## src/rtl/uart_tx_if.sv

```systemverilog
// Host-side write port of the UART transmitter: start request, data word and line/status returns.
// The host drives the master modport; uart_tx implements the slave modport.
interface uart_tx_if #(
    parameter int DBIT = 8
);
    logic            tx_start;
    logic [DBIT-1:0] din;
    logic            tx;
    logic            tx_busy;
    logic            tx_done_tick;

    modport master (
        output tx_start,
        output din,
        input  tx,
        input  tx_busy,
        input  tx_done_tick
    );

    modport slave (
        input  tx_start,
        input  din,
        output tx,
        output tx_busy,
        output tx_done_tick
    );
endinterface

```

## src/rtl/uart_tx.sv

```systemverilog
// UART transmitter paced by a 16x oversample tick: start bit, DBIT data bits LSB-first,
// optional parity bit (build with UART_TX_PARITY_EN), then SB_TICK ticks of stop.
//
// state  | meaning
// IDLE   | line high, waiting for tx_start
// START  | driving the start bit (low) for 16 ticks
// DATA   | driving b_reg[0] for 16 ticks per bit, DBIT bits
// PARITY | driving the latched parity bit for 16 ticks (UART_TX_PARITY_EN only)
// STOP   | line high for SB_TICK ticks, done pulse on the last one
module uart_tx #(
    parameter int DBIT       = 8,
    parameter int SB_TICK    = 16,
    parameter int PARITY_ODD = 0
) (
    input  logic clk,
    input  logic reset,
    input  logic s_tick,
    uart_tx_if.slave bus
);

    localparam int SW = (SB_TICK > 16) ? $clog2(SB_TICK) : 4;
    localparam int NW = $clog2(DBIT);

    localparam logic [SW-1:0] S_LAST_BIT  = SW'(15);
    localparam logic [SW-1:0] S_LAST_STOP = SW'(SB_TICK - 1);
    localparam logic [NW-1:0] N_LAST      = NW'(DBIT - 1);

    if (DBIT < 5 || DBIT > 9 || SB_TICK < 16 || SB_TICK > 32 ||
        PARITY_ODD < 0 || PARITY_ODD > 1) begin : g_param_check
        $error("uart_tx: parameter out of range");
    end

`ifdef UART_TX_PARITY_EN
    typedef enum logic [2:0] {IDLE, START, DATA, PARITY, STOP} state_t;
`else
    typedef enum logic [1:0] {IDLE, START, DATA, STOP} state_t;
`endif

    state_t          state_reg, state_next;
    logic [SW-1:0]   s_reg, s_next;
    logic [NW-1:0]   n_reg, n_next;
    logic [DBIT-1:0] b_reg, b_next;
    logic            tx_reg, tx_next;
    logic            done;
`ifdef UART_TX_PARITY_EN
    logic            parity_reg, parity_next;
`endif

    always_ff @(posedge clk) begin
        if (reset) begin
            state_reg  <= IDLE;
            s_reg      <= '0;
            n_reg      <= '0;
            b_reg      <= '0;
            tx_reg     <= 1'b1;
`ifdef UART_TX_PARITY_EN
            parity_reg <= 1'b0;
`endif
        end else begin
            state_reg  <= state_next;
            s_reg      <= s_next;
            n_reg      <= n_next;
            b_reg      <= b_next;
            tx_reg     <= tx_next;
`ifdef UART_TX_PARITY_EN
            parity_reg <= parity_next;
`endif
        end
    end

    // tx_next always carries the level of the state being entered, so the line
    // comes straight from tx_reg and never from decoded state.
    always_comb begin
        state_next  = state_reg;
        s_next      = s_reg;
        n_next      = n_reg;
        b_next      = b_reg;
        tx_next     = tx_reg;
        done        = 1'b0;
`ifdef UART_TX_PARITY_EN
        parity_next = parity_reg;
`endif
        case (state_reg)
            IDLE: begin
                tx_next = 1'b1;
                if (bus.tx_start) begin
                    state_next  = START;
                    s_next      = '0;
                    b_next      = bus.din;
                    tx_next     = 1'b0;
`ifdef UART_TX_PARITY_EN
                    parity_next = (^bus.din) ^ PARITY_ODD[0];
`endif
                end
            end
            START: begin
                if (s_tick) begin
                    if (s_reg == S_LAST_BIT) begin
                        state_next = DATA;
                        s_next     = '0;
                        n_next     = '0;
                        tx_next    = b_reg[0];
                    end else begin
                        s_next = s_reg + 1'b1;
                    end
                end
            end
            DATA: begin
                if (s_tick) begin
                    if (s_reg == S_LAST_BIT) begin
                        s_next = '0;
                        b_next = b_reg >> 1;
                        if (n_reg == N_LAST) begin
`ifdef UART_TX_PARITY_EN
                            state_next = PARITY;
                            tx_next    = parity_reg;
`else
                            state_next = STOP;
                            tx_next    = 1'b1;
`endif
                        end else begin
                            n_next  = n_reg + 1'b1;
                            tx_next = b_reg[1];
                        end
                    end else begin
                        s_next = s_reg + 1'b1;
                    end
                end
            end
`ifdef UART_TX_PARITY_EN
            PARITY: begin
                if (s_tick) begin
                    if (s_reg == S_LAST_BIT) begin
                        state_next = STOP;
                        s_next     = '0;
                        tx_next    = 1'b1;
                    end else begin
                        s_next = s_reg + 1'b1;
                    end
                end
            end
`endif
            STOP: begin
                if (s_tick) begin
                    if (s_reg == S_LAST_STOP) begin
                        state_next = IDLE;
                        s_next     = '0;
                        done       = 1'b1;
                    end else begin
                        s_next = s_reg + 1'b1;
                    end
                end
            end
            default: begin
                state_next = IDLE;
                tx_next    = 1'b1;
            end
        endcase
    end

    assign bus.tx           = tx_reg;
    assign bus.tx_busy      = (state_reg != IDLE);
    assign bus.tx_done_tick = done;

endmodule

```

## src/flat_wrapper.sv

```systemverilog
// flat-port wrapper written by rule: the top's interface ports become plain ports
module uart_tx_flat 
#(
    parameter int DBIT       = 8,
    parameter int SB_TICK    = 16,
    parameter int PARITY_ODD = 0
)
  (clk, reset, s_tick, bus_tx_start, bus_din, bus_tx, bus_tx_busy, bus_tx_done_tick);
  uart_tx_if #(.DBIT(DBIT)) bus_i ();
  input  logic clk;
  input  logic reset;
  input  logic s_tick;
  input wire logic [$bits(bus_i.tx_start)-1:0] bus_tx_start;
  input wire logic [$bits(bus_i.din)-1:0] bus_din;
  output wire logic [$bits(bus_i.tx)-1:0] bus_tx;
  output wire logic [$bits(bus_i.tx_busy)-1:0] bus_tx_busy;
  output wire logic [$bits(bus_i.tx_done_tick)-1:0] bus_tx_done_tick;
  assign bus_i.tx_start = bus_tx_start;
  assign bus_i.din = bus_din;
  assign bus_tx = bus_i.tx;
  assign bus_tx_busy = bus_i.tx_busy;
  assign bus_tx_done_tick = bus_i.tx_done_tick;
  uart_tx #(.DBIT(DBIT), .SB_TICK(SB_TICK), .PARITY_ODD(PARITY_ODD)) u_core (.clk(clk), .reset(reset), .s_tick(s_tick), .bus(bus_i));
endmodule
```

## config.mk

```make
export PLATFORM = sky130hd
export DESIGN_NAME = uart_tx_flat
export DESIGN_NICKNAME = d
export VERILOG_FILES = /design/src/rtl/uart_tx_if.sv /design/src/rtl/uart_tx.sv /design/src/flat_wrapper.sv
export SDC_FILE = /design/constraint.sdc
export NUM_CORES = 1
export LEC_CHECK = 0
export BUFFER_PORTS_ARGS = -buffer_cell sky130_fd_sc_hd__buf_2
export CAP_MARGIN = 10
export CORE_MARGIN = 3
export CORE_UTILIZATION = 60
export CTS_CLUSTER_SIZE = 30
export DETAILED_ROUTE_END_ITERATION = 16
export GPL_ROUTABILITY_DRIVEN = 1
export PLACE_DENSITY = 0.9
export SETUP_SLACK_MARGIN = 0.02
export SLEW_MARGIN = 20
export SYNTH_ARGS = -nofsm -noshare
export SYNTH_HDL_FRONTEND = slang
export SYNTH_SLANG_ARGS = --single-unit
```

## constraint.sdc

```tcl
create_clock -name clk -period 4.6 [get_ports clk]
set_input_delay 1.15 -clock clk [delete_from_list [all_inputs] [get_ports clk]]
set_output_delay 1.15 -clock clk [all_outputs]
set_load 0.02 [all_outputs]
```

* Word-level counts from Yosys, hierarchy flattened *
Cells that the tools add are included.

word-level totals
  flip-flop bits (word level) = 18
  bits of input ports = 12
  output and inout bits = 3
  logic and storage cells = 66

cells by class
  add/subtract/negate cells = 2
  equality and inequality tests = 15
  muxes and demuxes = 33
  reduce and logical (&&, ||, !) cells = 11

operators with widths
  operator                                        count
  2-to-1 mux 8 bit                                3
  2-to-1 mux 2 bit                                8
  case mux 8 bit (2 select lines)                 1
  2-to-1 mux 3 bit                                5
  2-to-1 mux 4 bit                                3
  != test 2 x 1 -> 1 bit (second input constant)  5
  != test 2 bit (second input constant)           5
  2-to-1 mux 1 bit                                9
  case mux 2 bit (4 select lines)                 1
  case mux 4 bit (2 select lines)                 1
  AND reduction 8 bit                             1
  case mux 3 bit (2 select lines)                 1
  AND reduction 6 bit                             1
  nonzero test 2 bit                              3
  AND reduction 5 bit                             1
  adder 4 x 1 -> 4 bit (second input constant)    1
  == test 2 bit (second input constant)           2
  == test 4 bit (second input constant)           1
  AND reduction 4 bit                             1
  adder 3 x 1 -> 3 bit (second input constant)    1
  == test 3 bit (second input constant)           1
  case mux 1 bit (3 select lines)                 1
  nonzero test 3 bit                              1
  OR reduction 3 bit                              1
  3 further kinds                                 3

* Longest topological paths before layout *
Gate-level depths: netlist of the first run.

  depth after elaboration = 5
  gate-level depth with buffers = 8
  mapped depth without buffers = 6

* Worst setup path after synthesis of the first run *
OpenSTA, ideal clock, no wires.

  path kind = input port to output port
  from = in s_tick
  to = out bus_tx_done_tick
  arrival time = 1.471 ns
  required time = 3.450 ns
  path slack = 1.979 ns
  stages = 2
  buffers on the path = 1
  cells stage by stage = buf_6 > and3_2

on the way
  longest elaborated chain between the ends = 2

RTL lines
  element           line                text
  from (decl)       flat_wrapper.sv:12  input logic s_tick;
  2-to-1 mux 1 bit  uart_tx.sv:144      if (s_tick) begin
  2-to-1 mux 1 bit  uart_tx.sv:83       case (state_reg)
  to (decl)         flat_wrapper.sv:17  output wire logic [$bits(bus_i.tx_done_tick)-1:0] bus_tx_done_tick;

No other way between the ends.

* Worst setup path after layout of the first run *
Ends and elaborated chain as after synthesis.

==> impl_table.tex, run 1 <==
\begin{tabular}{lr}
\hline
Metric & Value \\
\hline
\multicolumn{2}{l}{\textbf{Routing}} \\
Remaining number of nets flagged by the antenna check after routing & 0 \\
Via count & 1020 \\
Starting DRC count in detailed routing & 32 \\
Number of iterations in the first detailed-routing pass & 4 \\
Vias per Instance & roughly 6.3 \\
Routed wire length per instance & 14.7 um \\
DRC viols & 0 \\
Total wirelength of the detailed-routed design & 2.39 mm \\
\multicolumn{2}{l}{\textbf{Die}} \\
\# IOs & 15 \\
Area of the core & around 1800 sq um \\
Placement Rows & 15 \\
Vertical extent of the die & roughly 50 um \\
Die X & approximately 50 um \\
Die ar. & 2490 sq um \\
Starting Density & 65.5\% \\
\multicolumn{2}{l}{\textbf{Finish}} \\
FILL cells & about 140 \\
Max FFs per register & 8 \\
Area Growth Syn to Fin & 8.55\% \\
Post-layout utilization of the core & a little under three quarters \\
Area taken by multi-input logic gates & 734 sq um \\
Final design area excluding fillers & 1250 sq um \\
Share of final-layout standard cells stronger than drive strength 1 & 20.3\% \\
Area of all sequential standard cells & about 360 sq um \\
Net count, final & between 150 and 200 \\
Diode insertion count for antenna repair & 0 \\
\multicolumn{2}{l}{\textbf{Synth}} \\
Syn Inst Count & around 130 \\
Unique masters post-synth & 41 \\
Area of the mapped netlist & $\sim$1200 sq um \\
EDFF count, synth & 0 \\
Flip-flop and latch count after synthesis & 18 \\
Mapped Nets & 149 \\
Part of the Yosys area used for sequential elements & 31.2\% \\
Per-instance average area after synthesis & between 9 and 10 sq um \\
Cell type contributing the most total cell area after synthesis & sky130\_fd\_sc\_hd\_\_dfxtp\_1 \\
List of most frequent post-synthesis cells & sky130\_fd\_sc\_hd\_\_dfxtp\_1, sky130\_fd\_sc\_hd\_\_nor2\_1, sky130\_fd\_sc\_hd\_\_ha\_1 \\
Yosys warning count & 0 \\
Fraction of registers with async set/reset & 0\% \\
Top cells by area in the synthesized netlist & sky130\_fd\_sc\_hd\_\_dfxtp\_1, sky130\_fd\_sc\_hd\_\_ha\_1, sky130\_fd\_sc\_hd\_\_mux2i\_1, sky130\_fd\_sc\_hd\_\_nor2\_1, sky130\_fd\_sc\_hd\_\_a21oi\_1 \\
Most frequently used cell type in the post-synthesis netlist & sky130\_fd\_sc\_hd\_\_dfxtp\_1 \\
Prevailing post-synth register cell & sky130\_fd\_sc\_hd\_\_dfxtp\_1 \\
Fraction of post-synthesis cell area in the top cell type by area & roughly 31\% \\
\multicolumn{2}{l}{\textbf{Global routing}} \\
Antenna violations before repair & 0 \\
Global-route wire length before repair & between 4 and 5 mm \\
Total congestion overflow & 0 \\
Vias in the first global route & 974 \\
Global-route total usage across every layer & 21.8\% \\
Largest net degree at the start of global routing & 20 \\
\multicolumn{2}{l}{\textbf{Timing}} \\
Pins over their slew limit & 0 \\
Final Hold Fails & 0 \\
Worst rel slew slack & 42.0\% \\
Clock Skews & $\sim$9.6 ps \\
Setup repair after global routing missed its margin & no \\
Setup TNS & 0 ps \\
Transition time at the pin with the least slew margin & around 870 ps \\
Final setup violation count & 0 \\
Peak Freq & $\sim$350 MHz \\
Period Utilization, post-route & between 60\% and 70\% \\
Final hold slack & roughly 480 ps \\
Final worst path period need & about 2800 ps \\
\multicolumn{2}{l}{\textbf{Placed design}} \\
Placed inst area & 1220 sq um \\
Routability-driven placement congestion ratio & a little under 0.8 \\
Placed wire-length estimate & approximately 1.6 mm \\
Port Buffer Count & 14 \\
\multicolumn{2}{l}{\textbf{Pwr}} \\
Max IR drop VDD & 412 uV \\
Net switching power & 291 uW \\
Leak Pwr & slightly below 0.0005 uW \\
Part of the total power dissipated in the clock network & 14.1\% \\
Pwr Density & 544 nW/um\^{}2 \\
Share of power burned in combinational logic & a little over half \\
PnR Total Power & between 600 and 700 uW \\
Net Sw Frac & between 40 and 50\% \\
Sequential share of power & about a third \\
Cell internal power dissipation & 391 uW \\
\multicolumn{2}{l}{\textbf{CTS}} \\
Depth of the CTS H-tree & 1 \\
Gates resized, CTS repair & 0 \\
Skew-Pair Late Insertion Delay & about 300 ps \\
CTS Root Buffer Type & sky130\_fd\_sc\_hd\_\_clkbuf\_4 \\
Setup repair bufs after CTS & 0 \\
Maximum number of buffers from clock root to sink & 2 \\
Hold buffer count at cts & 0 \\
Clock sinks & 18 \\
CTS tree & done \\
Clock-pin slew reported for the worst setup and hold paths after clock tree synthesis & about 90 ps \\
Number of buffers created by CTS & 3 \\
\multicolumn{2}{l}{\textbf{Worst setup path}} \\
Slowest stage delay, CP & approximately 200 ps \\
Max FO, Critical Path & 11 \\
Worst path buffer plus inverter count & 2 \\
Number of cell instances on the worst register-to-register path & 6 \\
Endpoint required time on the critical path & about 3500 ps \\
Cell family contributing the most delay on the critical path & buffers and inverters \\
Top cell by count, worst path & sky130\_fd\_sc\_hd\_\_buf\_2 \\
Startpoint Class & primary input \\
Sequence of cells on the critical path & buf\_2 > and3\_2 > buf\_2 \\
Slowest stage cell on the critical path & sky130\_fd\_sc\_hd\_\_and3\_2 \\
WP depth & 3 \\
Setup CP Type & primary input to output pin \\
Critical path capture point type & output pin \\
Endpoint arrival time on the critical path & about 1700 ps \\
\multicolumn{2}{l}{\textbf{Min path}} \\
Cell depth of the worst hold path & 2 \\
Worst hold path class & flop to flop \\
\multicolumn{2}{l}{\textbf{Flow run}} \\
Number of max-capacitance violations reported & 0 \\
\multicolumn{2}{l}{\textbf{Run status}} \\
Result of the run & completed \\
\hline
\end{tabular}
==> layer usage <==
metal | share of wire (%) | global-route usage (%)
met1 | 43 | 26.4
met2 | 49 | 38.8
met3 | 5.7 | 3.02
met4 | 2.1 | 7.83
met5 | 0 | 0
==> layout make-up <==
type / instances / share of cell area, %
well taps: 25 / 2.49
multi-input cells: 96 / 58.5
repair buffers: 14 / 5.58
clock buffers: 4 / 2.89
inverters: 6 / 1.79
flip-flops and latches: 18 / 28.7
==> worst paths after layout <==
path	endpoint	slack, ps	from
worst max-delay path	bus_tx_done_tick	1770	s_tick
worst min-delay path	u_core.n_reg[2]	480	u_core.n_reg[2]
worst max register to register	u_core.b_reg[6]	2060	u_core.state_reg[0]
worst min register to register	u_core.n_reg[2]	480	u_core.n_reg[2]
==> kinds of logic after synthesis <==
logic type               synth area share [%]
flip-flops                               31.2
buffers and inverters                    5.30
AND/OR/NAND/NOR                          19.8
multiplexers                             6.06
AO/OA/AOI/OAI                            25.8
adder cells (fa/ha/maj)                  11.9
==> power by group through the flow <==
stage / clock (uW) / combinational (uW) / sequential, uW
final: 96.4 / 363 / 223
after global routing: 106 / 404 / 228
after CTS: 97.2 / 361 / 222
after detailed placement: 0 / 352 / 225
after global placement: 0 / 339 / 222
after floorplan: 0 / 303 / 222
==> through the flow <==
stage / instances / setup slack [ps]
floorplan: 126 / 1980
global placement: 159 / 1800
detailed placement: 159 / 1770
CTS: 163 / 1770
global route: 163 / 1750
finish: 163 / 1770
==> layout by cell type (no fill, tap or decap), types with 2 or more instances in the layout <==
master	Yosys	layout
sky130_fd_sc_hd__o211ai_1	2	2
sky130_fd_sc_hd__nor2b_1	3	3
sky130_fd_sc_hd__nand3_1	5	5
sky130_fd_sc_hd__a21oi_1	8	8
sky130_fd_sc_hd__mux2i_1	7	7
sky130_fd_sc_hd__ha_1	11	11
sky130_fd_sc_hd__a211oi_2	3	3
sky130_fd_sc_hd__a211oi_1	5	5
sky130_fd_sc_hd__inv_1	6	6
sky130_fd_sc_hd__nand2_1	4	4
sky130_fd_sc_hd__buf_2	1	14
sky130_fd_sc_hd__nor2_1	15	15
sky130_fd_sc_hd__clkbuf_4	0	3
sky130_fd_sc_hd__o21ai_0	7	7
sky130_fd_sc_hd__dfxtp_1	18	18
sky130_fd_sc_hd__a22oi_1	2	2
==> worst reg2reg max path, stage by stage, from the launching register on <==
cell and delay [ps]:
sky130_fd_sc_hd__dfxtp_1 380, sky130_fd_sc_hd__inv_1 170, sky130_fd_sc_hd__ha_1 680, sky130_fd_sc_hd__nor2_1 180, sky130_fd_sc_hd__a2111oi_4 720, sky130_fd_sc_hd__nor2_1 110
sky130_fd_sc_hd__a211oi_2 210
Power figures use the tool's default switching activity.
==> inputs of run 2 (changes only) <==
--- a/config.mk
+++ b/config.mk
@@ -8,11 +8,11 @@
 export BUFFER_PORTS_ARGS = -buffer_cell sky130_fd_sc_hd__buf_2
 export CAP_MARGIN = 10
 export CORE_MARGIN = 3
-export CORE_UTILIZATION = 60
+export CORE_UTILIZATION = 51
 export CTS_CLUSTER_SIZE = 30
 export DETAILED_ROUTE_END_ITERATION = 16
 export GPL_ROUTABILITY_DRIVEN = 1
-export PLACE_DENSITY = 0.9
+export PLACE_DENSITY = 0.83
 export SETUP_SLACK_MARGIN = 0.02
 export SLEW_MARGIN = 20
 export SYNTH_ARGS = -nofsm -noshare
==> constraint.sdc (replaced) <==
create_clock -name clk -period 2.4 [get_ports clk]
set_input_delay 0.6 -clock clk [delete_from_list [all_inputs] [get_ports clk]]
set_output_delay 0.6 -clock clk [all_outputs]
set_load 0.02 [all_outputs]
==> run 2 against run 1 <==
Against the previous run:
- global-route usage down 2.5 points
- sequential share of layout area shrank 0.40 points
- clock skew is 4.5 ps lower
- clock-buffer cell count unchanged
- clock power up 100%
- setup slack lost 1600 ps
- critical path depth up 1
- largest cell class unchanged
==> impl_table.tex, run 2 (same netlist as run 1, synthesis figures left out) <==
\begin{tabular}{lr}
\hline
Metric & Value \\
\hline
\multicolumn{2}{l}{\textbf{Run status}} \\
Result of the run & completed \\
\multicolumn{2}{l}{\textbf{CTS}} \\
Clock sinks & 18 (unchanged) \\
Hold buffer count at cts & 0 (unchanged) \\
Maximum number of buffers from clock root to sink & 2 (unchanged) \\
Gates resized, CTS repair & 0 (unchanged) \\
Clock-pin slew reported for the worst setup and hold paths after clock tree synthesis & 100 ps (about the same) \\
Depth of the CTS H-tree & 1 (unchanged) \\
Number of buffers created by CTS & 3 (unchanged) \\
CTS tree & done \\
Skew-Pair Late Insertion Delay & 300 ps (about the same) \\
CTS Root Buffer Type & sky130\_fd\_sc\_hd\_\_clkbuf\_4 \\
Setup repair bufs after CTS & 0 (unchanged) \\
\multicolumn{2}{l}{\textbf{Die}} \\
Placement Rows & 16 (+1) \\
Area of the core & 2060 sq um (+17\%) \\
Die ar. & 2870 sq um (+15\%) \\
Starting Density & 56.1\% (-9.5 points) \\
\# IOs & 15 (unchanged) \\
Vertical extent of the die & 53.6 um (+7.4\%) \\
Die X & 53.6 um (+7.4\%) \\
\multicolumn{2}{l}{\textbf{Worst setup path}} \\
Worst path buffer plus inverter count & 1 (-1) \\
WP depth & 4 (+1) \\
Capturing point of the worst reg2reg path & u\_core.state\_reg[0] \\
Setup CP Type & flop to output pin \\
Worst reg2reg startpoint & u\_core.state\_reg[0] \\
Slowest stage delay, CP & 420 ps (+220 ps) \\
Endpoint arrival time on the critical path & 1590 ps (-90 ps) \\
R2r setup slk & 300 ps (-1760 ps) \\
Endpoint required time on the critical path & 1800 ps (-1650 ps) \\
Startpoint Class & flop \\
Cell family contributing the most delay on the critical path & simple AND/OR/NAND/NOR gates \\
Critical path startpoint & u\_core.s\_reg[0] \\
Critical path capture point type & output pin \\
Max FO, Critical Path & 5 (-6) \\
Sequence of cells on the critical path & ha\_1 > and3\_1 > and3\_2 > buf\_2 \\
Number of cell instances on the worst register-to-register path & 6 (unchanged) \\
Slowest stage cell on the critical path & sky130\_fd\_sc\_hd\_\_dfxtp\_1 \\
\multicolumn{2}{l}{\textbf{Min path}} \\
Worst hold path class & flop to flop \\
Launch point of the worst hold path & u\_core.n\_reg[2] \\
Hold EP & u\_core.n\_reg[2] \\
Cell depth of the worst hold path & 2 (unchanged) \\
\multicolumn{2}{l}{\textbf{Timing}} \\
Post-layout worst setup margin & 205 ps (-1570 ps) \\
Pins over their slew limit & 0 (unchanged) \\
Setup TNS & 0 ps (unchanged) \\
Setup repair after global routing missed its margin & no \\
Clock Skews & 5.15 ps (-4.48 ps) \\
Final setup violation count & 0 (unchanged) \\
Peak Freq & around 460 MHz \\
Worst rel slew slack & 60.2\% (+18 points) \\
Transition time at the pin with the least slew margin & 589 ps (-281 ps) \\
Final worst path period need & approximately 2200 ps \\
Final Hold Fails & 0 (unchanged) \\
Period Utilization, post-route & 91.4\% \\
\multicolumn{2}{l}{\textbf{Routing}} \\
Via count & 936 (-8.2\%) \\
Number of iterations in the first detailed-routing pass & 4 (unchanged) \\
DRC viols & 0 (unchanged) \\
Routed wire length per instance & 13.9 um (-5.3\%) \\
Starting DRC count in detailed routing & 14 (-56\%) \\
Vias per Instance & 5.60 (-10\%) \\
Remaining number of nets flagged by the antenna check after routing & 0 (unchanged) \\
Total wirelength of the detailed-routed design & 2.32 mm (-3.0\%) \\
\multicolumn{2}{l}{\textbf{Global routing}} \\
Antenna violations before repair & 0 (unchanged) \\
Total congestion overflow & 0 (unchanged) \\
Largest net degree at the start of global routing & 20 (unchanged) \\
Global-route wire length before repair & 3.99 mm (-7.4\%) \\
Vias in the first global route & 876 (-10\%) \\
Global-route total usage across every layer & 19.3\% (-2.5 points) \\
\multicolumn{2}{l}{\textbf{Pwr}} \\
Leak Pwr & 0.000508 uW (+2.1\%) \\
Part of the total power dissipated in the clock network & 14.6\% (+0.5 points) \\
Share of power burned in combinational logic & 53.2\% (about the same) \\
Max IR drop VDD & 877 uV (+110\%) \\
Cell internal power dissipation & 767 uW (+96\%) \\
Sequential share of power & 32.2\% (-0.5 points) \\
Pwr Density & 1040 nW/um\^{}2 (+91\%) \\
Net switching power & 558 uW (+92\%) \\
Net Sw Frac & 42.1\% (-0.55 points) \\
\multicolumn{2}{l}{\textbf{Finish}} \\
Net count, final & 164 (+1.2\%) \\
Area Growth Syn to Fin & 10.1\% \\
Max FFs per register & 8 (unchanged) \\
Share of final-layout standard cells stronger than drive strength 1 & 21.4\% (+1.1 points) \\
Most common cell after layout, fill and taps aside & sky130\_fd\_sc\_hd\_\_dfxtp\_1 \\
FILL cells & 180 (+27\%) \\
Most frequent cells in the layout & sky130\_fd\_sc\_hd\_\_dfxtp\_1, sky130\_fd\_sc\_hd\_\_nor2\_1, sky130\_fd\_sc\_hd\_\_buf\_2, sky130\_fd\_sc\_hd\_\_ha\_1, sky130\_fd\_sc\_hd\_\_a21oi\_1 \\
Area taken by multi-input logic gates & 734 sq um (unchanged) \\
Area of all sequential standard cells & 360 sq um (unchanged) \\
Diode insertion count for antenna repair & 0 (unchanged) \\
\multicolumn{2}{l}{\textbf{Placed design}} \\
Placed wire-length estimate & 1.77 mm (+9.0\%) \\
Port Buffer Count & 14 (unchanged) \\
Routability-driven placement congestion ratio & 0.830 (+5.4\%) \\
Post-place setup slack & 331 ps (-1440 ps) \\
\multicolumn{2}{l}{\textbf{Flow run}} \\
Number of max-capacitance violations reported & 0 (unchanged) \\
\hline
\end{tabular}
==> run 2: power by group through the flow <==
stage / combinational, uW / clock (uW) / sequential (uW)
global placement: 679 / 0 / 427
global route: 793 / 205 / 436
detailed placement: 700 / 0 / 433
CTS: 704 / 196 / 427
floorplan: 580 / 0 / 426
finish: 704 / 193 / 427
==> run 2: through the flow <==
stage	utilization, %	cell area, sq um	total power [uW]	hold WS, ps	cells
global route	61.7	1270	1430	505	167
CTS	61.7	1270	1330	482	167
finish	61.7	1270	1320	481	167
detailed placement	60.0	1240	1130	466	163
global placement	60.0	1240	1110	456	163
floorplan	-	1160	1010	447	126
==> run 2: worst max path at each step <==
| stage | end | slack, ps |
|---|---|---|
| 4_1_cts | bus_tx_done_tick | 210 |
| 3_3_place_gp | u_core.state_reg[0] | 390 |
| 2_1_floorplan | u_core.n_reg[0] | 490 |
| 3_5_place_dp | u_core.state_reg[0] | 330 |
| 6_report | bus_tx_done_tick | 210 |
| 5_1_grt | bus_tx_done_tick | 100 |
==> run 2: worst min-delay path, stage by stage, from the launching register on <==
cell and delay [ps]:
sky130_fd_sc_hd__dfxtp_1 330, sky130_fd_sc_hd__nand3_1 60, sky130_fd_sc_hd__a21oi_1 50
==> run 2: area by class of cell <==
type                            instances  share of cell area (%)
Tap cell                               27                    2.65
Clock buffer                            4                    2.85
Inverter                                6                    1.77
Sequential cell                        18                    28.3
Timing Repair Buffer                   16                    6.69
Multi-Input combinational cell         96                    57.7
==> run 2: routing by layer <==
layer	track usage (%)	vias to the layer above	part of all wire, %
met5	0	-	0
met4	6.38	0	0.86
met3	6.37	4	3.6
met2	31.0	12	45
met1	24.4	426	50
li1	-	494	-
==> inputs of run 3 (changes only) <==
--- a/config.mk
+++ b/config.mk
@@ -6,8 +6,8 @@
 export NUM_CORES = 1
 export LEC_CHECK = 0
 export BUFFER_PORTS_ARGS = -buffer_cell sky130_fd_sc_hd__buf_2
-export CAP_MARGIN = 10
-export CORE_MARGIN = 3
+export CAP_MARGIN = 20
+export CORE_MARGIN = 1.5
 export CORE_UTILIZATION = 51
 export CTS_CLUSTER_SIZE = 30
 export DETAILED_ROUTE_END_ITERATION = 16
@@ -18,3 +18,4 @@
 export SYNTH_ARGS = -nofsm -noshare
 export SYNTH_HDL_FRONTEND = slang
 export SYNTH_SLANG_ARGS = --single-unit
+export TNS_END_PERCENT = 1
==> run 3 against run 2 <==
Against the previous run:
- sequential power about the same
- global-route usage increased by 1.1 points
- flip-flop and latch count unchanged
- final area about the same
- sequential share of layout area about the same
- non-clock buffer count unchanged
- combinational power increased by 2%
- highest routed layer unchanged
- maximum frequency decreased by 1.3%
- first-iteration DRC count decreased by 7.1%
- clock skew increased by 7.5 ps
- critical path depth unchanged
- critical path type unchanged
- wire length increased by 0.95%
==> impl_table.tex, run 3 (same netlist as run 1, synthesis figures left out) <==
\begin{tabular}{lr}
\hline
Metric & Value \\
\hline
\multicolumn{2}{l}{\textbf{Flow run}} \\
Number of max-capacitance violations reported & 0 (unchanged) \\
\multicolumn{2}{l}{\textbf{Pwr}} \\
Part of the total power dissipated in the clock network & 14.8\% (+0.2 points) \\
Net switching power & 573 uW (+2.8\%) \\
PnR Total Power & 1340 uW (+1.3\%) \\
Cell internal power dissipation & 769 uW (+0.28\%) \\
Share of power burned in combinational logic & 53.5\% (+0.3 points) \\
Leak Pwr & 0.000508 uW (unchanged) \\
Pwr Density & 1050 nW/um\^{}2 (+1.2\%) \\
Sequential share of power & 31.7\% (-0.5 points) \\
Max IR drop VDD & 680 uV (-22\%) \\
Net Sw Frac & 42.7\% (+0.60 points) \\
\multicolumn{2}{l}{\textbf{Die}} \\
Area of the core & 2170 sq um (+5.2\%) \\
Placement Rows & 17 (+1) \\
Vertical extent of the die & 50.6 um (-5.6\%) \\
\# IOs & 15 (unchanged) \\
Die X & 50.6 um (-5.6\%) \\
Starting Density & 53.3\% (-2.8 points) \\
Die ar. & 2560 sq um (-11\%) \\
\multicolumn{2}{l}{\textbf{Global routing}} \\
Global-route wire length before repair & 3.93 mm (-1.6\%) \\
Largest net degree at the start of global routing & 20 (unchanged) \\
Antenna violations before repair & 0 (unchanged) \\
Global-route total usage across every layer & 20.4\% (+1.1 points) \\
Vias in the first global route & 948 (+8.2\%) \\
Total congestion overflow & 0 (unchanged) \\
\multicolumn{2}{l}{\textbf{Timing}} \\
Setup TNS & 0 ps (unchanged) \\
Period Utilization, post-route & 92.7\% (+1.2 points) \\
Setup repair after global routing missed its margin & no \\
Pins over their slew limit & 0 (unchanged) \\
Clock Skews & 12.6 ps (+7.49 ps) \\
Post-layout worst setup margin & 175 ps (-29.9 ps) \\
Peak Freq & 450 MHz (-1.3\%) \\
Transition time at the pin with the least slew margin & 555 ps (-34.4 ps) \\
Worst rel slew slack & 62.5\% (+2.3 points) \\
Final setup violation count & 0 (unchanged) \\
Final worst path period need & 2220 ps (+29.9 ps) \\
Final Hold Fails & 0 (unchanged) \\
\multicolumn{2}{l}{\textbf{CTS}} \\
Setup repair bufs after CTS & 0 (unchanged) \\
CTS tree & done \\
CTS Root Buffer Type & sky130\_fd\_sc\_hd\_\_clkbuf\_4 \\
Gates resized, CTS repair & 0 (unchanged) \\
Hold buffer count at cts & 0 (unchanged) \\
Skew-Pair Late Insertion Delay & 320 ps (+20 ps) \\
Depth of the CTS H-tree & 1 (unchanged) \\
Number of buffers created by CTS & 3 (unchanged) \\
Clock sinks & 18 (unchanged) \\
Clock-pin slew reported for the worst setup and hold paths after clock tree synthesis & 120 ps (+20 ps) \\
Maximum number of buffers from clock root to sink & 2 (unchanged) \\
\multicolumn{2}{l}{\textbf{Worst setup path}} \\
Max FO, Critical Path & 5 (unchanged) \\
Number of cell instances on the worst register-to-register path & 6 (unchanged) \\
Critical path capture point type & output pin \\
Sequence of cells on the critical path & ha\_1 > and3\_1 > and3\_2 > buf\_2 \\
Endpoint required time on the critical path & 1800 ps (about the same) \\
R2r setup slk & 220 ps (-80 ps) \\
Startpoint Class & flop \\
Endpoint arrival time on the critical path & 1620 ps (+30 ps) \\
Setup CP Type & flop to output pin \\
Worst reg2reg startpoint & u\_core.state\_reg[0] \\
Slowest stage cell on the critical path & sky130\_fd\_sc\_hd\_\_dfxtp\_1 \\
Cell family contributing the most delay on the critical path & simple AND/OR/NAND/NOR gates \\
Worst path buffer plus inverter count & 1 (unchanged) \\
Slowest stage delay, CP & 420 ps (about the same) \\
Capturing point of the worst reg2reg path & u\_core.state\_reg[0] \\
\multicolumn{2}{l}{\textbf{Routing}} \\
DRC viols & 0 (unchanged) \\
Remaining number of nets flagged by the antenna check after routing & 0 (unchanged) \\
Starting DRC count in detailed routing & 13 (-1) \\
Total wirelength of the detailed-routed design & 2.34 mm (+0.95\%) \\
Vias per Instance & 5.86 (+4.6\%) \\
Routed wire length per instance & 14.0 um (+0.35\%) \\
Number of iterations in the first detailed-routing pass & 4 (unchanged) \\
Via count & 985 (+5.2\%) \\
\multicolumn{2}{l}{\textbf{Run status}} \\
Result of the run & completed \\
\multicolumn{2}{l}{\textbf{Placed design}} \\
Post-place setup slack & 269 ps (-61.8 ps) \\
Number of instances in the placed design & 164 (+0.61\%) \\
Routability-driven placement congestion ratio & 0.819 (-1.4\%) \\
Placed wire-length estimate & 1.76 mm (-0.58\%) \\
Port Buffer Count & 14 (unchanged) \\
\multicolumn{2}{l}{\textbf{Min path}} \\
Launch point of the worst hold path & u\_core.n\_reg[2] \\
Worst hold path class & flop to flop \\
Cell depth of the worst hold path & 2 (unchanged) \\
Hold EP & u\_core.n\_reg[2] \\
\multicolumn{2}{l}{\textbf{Finish}} \\
FILL cells & 195 (+8.3\%) \\
Diode insertion count for antenna repair & 0 (unchanged) \\
Max FFs per register & 8 (unchanged) \\
Post-Layout Cell Count & 168 (+0.60\%) \\
Share of final-layout standard cells stronger than drive strength 1 & 21.4\% (unchanged) \\
Most common cell after layout, fill and taps aside & sky130\_fd\_sc\_hd\_\_dfxtp\_1 \\
Post-layout utilization of the core & 58.7\% (-3.0 points) \\
Area Growth Syn to Fin & 10.2\% (about the same) \\
Net count, final & 164 (unchanged) \\
Most frequent cells in the layout & sky130\_fd\_sc\_hd\_\_dfxtp\_1, sky130\_fd\_sc\_hd\_\_nor2\_1, sky130\_fd\_sc\_hd\_\_buf\_2, sky130\_fd\_sc\_hd\_\_ha\_1, sky130\_fd\_sc\_hd\_\_a21oi\_1 \\
\hline
\end{tabular}
-- run 3: cell counts in the layout (fill, tap and decap cells not counted) --
No cell type changed its count.
-- run 3: metal layers --
layer / track usage, % / vias to the layer above / part of all wire [%]
met5: 0 / - / 0
li1: - / 491 / -
met3: 4.76 / 5 / 3.6
met1: 23.1 / 470 / 45
met2: 36.2 / 19 / 50
met4: 9.01 / 0 / 1.6
-- run 3: how the worst max path moves through the flow --
stage | to | from | cells after the start
5_1_grt | u_core.state_reg[0] | u_core.state_reg[0] | 6
4_1_cts | bus_tx_done_tick | u_core.s_reg[0] | 4
6_report | bus_tx_done_tick | u_core.s_reg[0] | 4
3_3_place_gp | u_core.state_reg[0] | u_core.state_reg[0] | 6
3_5_place_dp | u_core.state_reg[0] | u_core.state_reg[0] | 6
2_1_floorplan | u_core.n_reg[0] | u_core.state_reg[0] | 6
-- run 3: through the flow --
stage | cell area [sq um] | hold slack [ps]
after detailed placement | 1240 | 476
after CTS | 1270 | 495
after global placement | 1240 | 460
after global routing | 1270 | 519
final | 1270 | 498
after floorplan | 1160 | 447
-- run 3: worst min-delay path, cell delays in order (launching register included) --
cell,delay [ps]
sky130_fd_sc_hd__dfxtp_1,340
sky130_fd_sc_hd__nand3_1,70
sky130_fd_sc_hd__a21oi_1,60
-- run 3: area by class of cell --
type	count	area (sq um)	share of cell area, %
multi-input combinational	96	734	57.7
sequential	18	360	28.3
timing repair buffer	16	85.1	6.68
clock buffer	4	36.3	2.85
tap	28	35.0	2.75
inverter	6	22.5	1.77
-- run 3: power groups by stage --
stage | registers (uW) | clock network (uW) | logic, uW
after floorplan | 426 | 0 | 580
after global placement | 425 | 0 | 677
after detailed placement | 432 | 0 | 710
after CTS | 425 | 200 | 715
after global routing | 435 | 212 | 786
final | 425 | 199 | 718
